===== src/rtl/mo_linebuf_writer.sv =====
// Motion-object line-buffer writer.
// Takes the two picture-ROM words of a matched object row, serialises them
// into 8 pixels and writes the opaque ones into the line buffer at the
// object's horizontal position, mirrored when cocktail flip is active.
module mo_linebuf_writer #(
    parameter int PIX_BITS = 4
) (
    input  logic                  clk,
    input  logic                  reset,
    input  logic                  ce,
    input  logic                  start,
    input  logic                  matchn,
    input  logic                  flip,
    input  logic [7:0]            hpos,
    input  logic [4*PIX_BITS-1:0] pic_data,
    output logic                  wsel,
    output logic                  lb_we,
    output logic [7:0]            lb_addr,
    output logic [PIX_BITS-1:0]   lb_data,
    output logic                  busy,
    output logic                  done
);

    localparam int WORD_W = 4 * PIX_BITS;

    typedef enum logic [2:0] {
        IDLE,
        LOAD0,
        SHIFT0,
        LOAD1,
        SHIFT1,
        DONE
    } state_t;

    state_t              state;
    logic [WORD_W-1:0]   shreg;
    logic [1:0]          cnt;
    logic [7:0]          xpos;
    logic                flip_q;
    logic [PIX_BITS-1:0] pix;

    // Flipped objects drain the word from the low nibble, normal ones from the high nibble.
    assign pix = flip_q ? shreg[PIX_BITS-1:0] : shreg[WORD_W-1 -: PIX_BITS];

    // Slot sequencer: fetch two words, emit four pixels from each, then pulse done.
    always_ff @(posedge clk or posedge reset) begin
        if (reset) begin
            state   <= IDLE;
            wsel    <= 1'b0;
            lb_we   <= 1'b0;
            lb_addr <= '0;
            lb_data <= '0;
            busy    <= 1'b0;
            done    <= 1'b0;
            shreg   <= '0;
            cnt     <= '0;
            xpos    <= '0;
            flip_q  <= 1'b0;
        end else if (ce) begin
            case (state)
                IDLE: begin
                    lb_we <= 1'b0;
                    done  <= 1'b0;
                    if (start) begin
                        if (!matchn) begin
                            state  <= LOAD0;
                            busy   <= 1'b1;
                            flip_q <= flip;
                            xpos   <= flip ? hpos + 8'd7 : hpos;
                            wsel   <= flip;
                        end else begin
                            state <= DONE;
                        end
                    end
                end
                LOAD0: begin
                    shreg <= pic_data;
                    cnt   <= '0;
                    wsel  <= ~wsel;
                    lb_we <= 1'b0;
                    state <= SHIFT0;
                end
                SHIFT0, SHIFT1: begin
                    lb_we   <= (pix != '0);
                    lb_addr <= xpos;
                    lb_data <= pix;
                    shreg   <= flip_q ? (shreg >> PIX_BITS) : (shreg << PIX_BITS);
                    xpos    <= flip_q ? xpos - 8'd1 : xpos + 8'd1;
                    cnt     <= cnt + 2'd1;
                    if (cnt == 2'd3) begin
                        state <= (state == SHIFT0) ? LOAD1 : DONE;
                    end
                end
                LOAD1: begin
                    shreg <= pic_data;
                    cnt   <= '0;
                    lb_we <= 1'b0;
                    state <= SHIFT1;
                end
                DONE: begin
                    done  <= 1'b1;
                    busy  <= 1'b0;
                    wsel  <= 1'b0;
                    lb_we <= 1'b0;
                    state <= IDLE;
                end
                default: begin
                    state <= IDLE;
                end
            endcase
        end
    end

endmodule


===== config.mk =====
export PLATFORM = sky130hd
export DESIGN_NAME = mo_linebuf_writer
export DESIGN_NICKNAME = d
export VERILOG_FILES = /design/src/rtl/mo_linebuf_writer.sv
export SDC_FILE = /design/constraint.sdc
export NUM_CORES = 1
export LEC_CHECK = 0
export ABC_CLOCK_PERIOD_IN_PS = 2400
export CORE_MARGIN = 2
export CORE_UTILIZATION = 43
export CTS_CLUSTER_DIAMETER = 100
export DETAILED_ROUTE_END_ITERATION = 7
export GPL_ROUTABILITY_DRIVEN = 0
export GPL_TIMING_DRIVEN = 1
export PLACE_DENSITY = 0.8
export SLEW_MARGIN = 20
export SYNTH_ARGS = -nofsm -noshare
export SYNTH_HDL_FRONTEND = slang
export SYNTH_SLANG_ARGS = --single-unit

===== constraint.sdc =====
create_clock -name clk -period 2.4 [get_ports clk]
set_input_delay 0.48 -clock clk [delete_from_list [all_inputs] [get_ports clk]]
set_output_delay 0.48 -clock clk [all_outputs]
set_load 0.01 [all_outputs]

==> results.txt <==
----------------------------------------------------
[Outcome]
  Status ... complete, no violations

[CTS]
  CTS clock-pin slew for the worst setup and hold paths ... 0.09 ns
  H-tree depth reported by CTS ... 2
  Number of buffers inserted by hold repair at cts ... 0
  TritonCTS clock tree ... done
  CTS Sinks ... 46
  CTS resizes ... 0
  Clock Tree Buf Depth ... 2
  Buffers inserted by post-CTS timing repair ... 0
  Clock insertion delay at the later pin of the skew report ... 0.31 ns
  Buffer cell driving the clock tree root ... sky130_fd_sc_hd__clkbuf_8
  Number of buffers created by CTS ... 5

[Timing]
  Minimum clock period ... 2.23 ns
  Fin. max-slew vios ... 0
  Worst-case setup margin in the final layout ... 0.174 ns
  Timing-limited maximum frequency ... 449 MHz
  RSZ-0062 raised after global routing ... false
  Tightest hold margin ... 0.434 ns
  Portion of the clock cycle consumed by the worst path in the final layout ... 92.8%
  Least-Margin Pin Slew ... 0.747 ns
  Remaining max-slew budget at the tightest pin ... 50.2%
  TNS Setup ... 0 ns
  Number of endpoints failing setup at the final stage ... 0
  Worst-case clock skew ... 0.00934 ns
  Hold Violations, Final ... 0

[Setup path]
  Data arrival time at the worst-slack endpoint ... 2.41 ns
  CP max FO ... 10
  Startpoint types ... flop
  Required time at the worst-slack endpoint ... 2.59 ns
  Critical Path Sink Type ... flop
  Worst Setup Path Type ... reg -> reg

[Global route]
  Initial antenna violation count ... 0
  Wire length of the first global-routing pass ... 10.4 mm
  Overall track demand over capacity in global routing ... 18.1%
  Number of global-route vias before repair ... 2,239
  Maximum number of pins on one net before global-route repair ... 37
  Overflow after GRT ... 0

[Finish]
  Final Non-Filler Cells ... 418
  Fraction of final layout cells sized beyond drive strength 1 ... 8.75%
  Area delta synth->final ... 25.2%
  Inserted Diodes ... 0
  # nets final ... 381
  Most frequent cells in the layout ... 49 x sky130_fd_sc_hd__nand2_1, 46 x sky130_fd_sc_hd__dfrtp_1, 45 x sky130_fd_sc_hd__clkdlybuf4s50_1, 41 x sky130_fd_sc_hd__o21ai_0, 18 x sky130_fd_sc_hd__a21oi_1
  Most common cell after layout, fill and taps aside ... sky130_fd_sc_hd__nand2_1
  Final core occ ... 56.1%

[Detailed routing]
  Per-cell routed wire length ... 14.2 um
  Routed vias ... 2,281
  Iteration-0 DRC count of the detailed router ... 144
  Length of the first detailed-routing pass in iterations ... 4
  WL final ... 5.92 mm
  Vias per std cell ... 5.46
  Final antenna-violating net count ... 0
  Residual DRC ... 0

[Logic synthesis]
  Register area share after synthesis ... 42.9%
  Distinct cell type count of the synthesized netlist ... 46
  FF+latch count, synth ... 46
  Cell types occupying the most area after synthesis ... sky130_fd_sc_hd__dfrtp_1 43%, sky130_fd_sc_hd__o21ai_0 7.6%, sky130_fd_sc_hd__nand2_1 6.8%
  Synthesis Warnings ... 0
  Synthesized area ... 0.00269 mm2
  Net count after synthesis ... 334
  Mapped Cells ... 295
  Cell type with the largest total area after synthesis ... sky130_fd_sc_hd__dfrtp_1
  Post-Synthesis Mean Instance Area ... 9.10 um2
  Area share of the largest cell type after synthesis ... 42.9%

[Place]
  Placed instance count ... 410
  Number of port buffers ... 45
  Detailed placer's ending HPWL ... 4.40 mm
  Post-placement worst setup slack ... 0.173 ns

[Floorplanning]
  Core area ... 0.00599 mm2
  I/O Pins ... 46
  Starting density of the core ... 44.8%
  Die X ... 83.0 um
  Height of the die ... 83.0 um
  Overall die area ... 0.00689 mm2
  Number of rows in the core area ... 28

[Power and ir drop]
  Power per Cell Area ... 1290 mW/mm2
  Worst vdd ir ... 0.595 mV
  Reported leakage power ... 1.52 nW

[Run]
  Max-cap violations ... 0

[Worst hold path]
  Hold/Removal Path Class ... in -> async

----------------------------------------------------
==> report_power, final <==
group	total [W]	switching, W	internal, W
combinational	0.00229	0.00114	0.00116
clock	0.000587	0.000274	0.000312
sequential	0.00146	0.000345	0.00111
total	0.00434	0.00176	0.00258
==> synthesized netlist by cell type, drive strengths merged <==
| cell | instances |
|---|---|
| a22o | 3 |
| mux2 | 7 |
| and3 | 8 |
| a31o | 1 |
| mux2i | 15 |
| or3b | 1 |
| o22ai | 2 |
| o31a | 1 |
| o211ai | 2 |
| nor4b | 1 |
| a21oi | 18 |
| nor2b | 5 |
| inv | 8 |
| nor4 | 4 |
| o21a | 5 |
| nand2b | 1 |
| nand4 | 1 |
| a21o | 2 |
| a211o | 1 |
| nand3b | 1 |
| xnor2 | 6 |
| o2111ai | 1 |
| nand2 | 49 |
| a31oi | 2 |
| and2b | 1 |
| nor2 | 6 |
| clkbuf | 8 |
| xor2 | 5 |
| fa | 1 |
| or2b | 1 |
| o31ai | 2 |
| and2 | 2 |
| o21ai | 45 |
| o22a | 1 |
| dfrtp | 46 |
| ha | 8 |
| nand3 | 4 |
| nor3 | 5 |
| or3 | 3 |
| clkinv | 1 |
| or2 | 1 |
| a2bb2oi | 2 |
| buf | 8 |
==> metal layers <==
metal | up-vias | part of all wire, % | track usage, %
li1 | 1139 | - | -
met1 | 1092 | 48 | 25.1
met2 | 43 | 47 | 28.6
met3 | 7 | 3.4 | 3.38
met4 | 0 | 1.7 | 6.11
met5 | - | 0 | 0
==> state kept, by name (all words and copies together), names as in the netlist <==
signal,cells
lb_data,4
state,3
lb_addr,8
wsel,1
cnt,2
done,1
lb_we,1
shreg,16
flip_q,1
xpos,8
busy,1
==> logic make-up after synthesis <==
kind of cell / Yosys count / synth area share (%)
buffers and inverters: 25 / 4.10
AO/OA/AOI/OAI: 88 / 19.5
flip-flops: 46 / 42.9
AND/OR/NAND/NOR: 94 / 16.9
adder cells (fa/ha/maj): 9 / 4.47
multiplexers: 22 / 8.53
XOR/XNOR: 11 / 3.59
==> stage by stage <==
| stage | area (um2) | power (W) |
|---|---|---|
| 5_1_grt | 3360 | 0.00473 |
| 4_1_cts | 3360 | 0.00434 |
| 3_3_place_gp | 3250 | 0.00367 |
| 6_report | 3360 | 0.00434 |
| 2_1_floorplan | 2690 | 0.00304 |
| 3_5_place_dp | 3250 | 0.00375 |
==> worst paths after layout <==
| check | from | to | slack, ns | depth (start not counted) |
|---|---|---|---|---|
| worst min-delay path | reset | shreg[6] | 0.43 | 2 |
| worst max register to register | flip_q | xpos[6] | 0.17 | 7 |
| max in group asynchronous | reset | xpos[6] | 1.46 | 3 |
| worst max-delay path | flip_q | xpos[6] | 0.17 | 7 |
| min in group clk | lb_data[2] | lb_data[2] | 0.49 | 2 |
| worst min register to register | lb_data[2] | lb_data[2] | 0.49 | 2 |
==> critical path, cell delays in order (launching register included) <==
cell	delay, ns
sky130_fd_sc_hd__dfrtp_1	0.59
sky130_fd_sc_hd__clkinv_1	0.19
sky130_fd_sc_hd__fa_1	0.45
sky130_fd_sc_hd__nor2b_1	0.18
sky130_fd_sc_hd__o31a_1	0.18
sky130_fd_sc_hd__o21a_1	0.14
sky130_fd_sc_hd__nor4b_1	0.05
sky130_fd_sc_hd__or3b_1	0.34
==> layout make-up <==
cell class / instances / area [um2]
fillers: 525 / 2630
multi-input cells: 224 / 1420
flip-flops and latches: 46 / 1150
repair buffers: 56 / 546
well taps: 75 / 93.8
clock buffers: 5 / 68.8
clock inverters: 3 / 43.8
inverters: 9 / 33.8
Note: power is estimated with default switching activity, not from simulation.
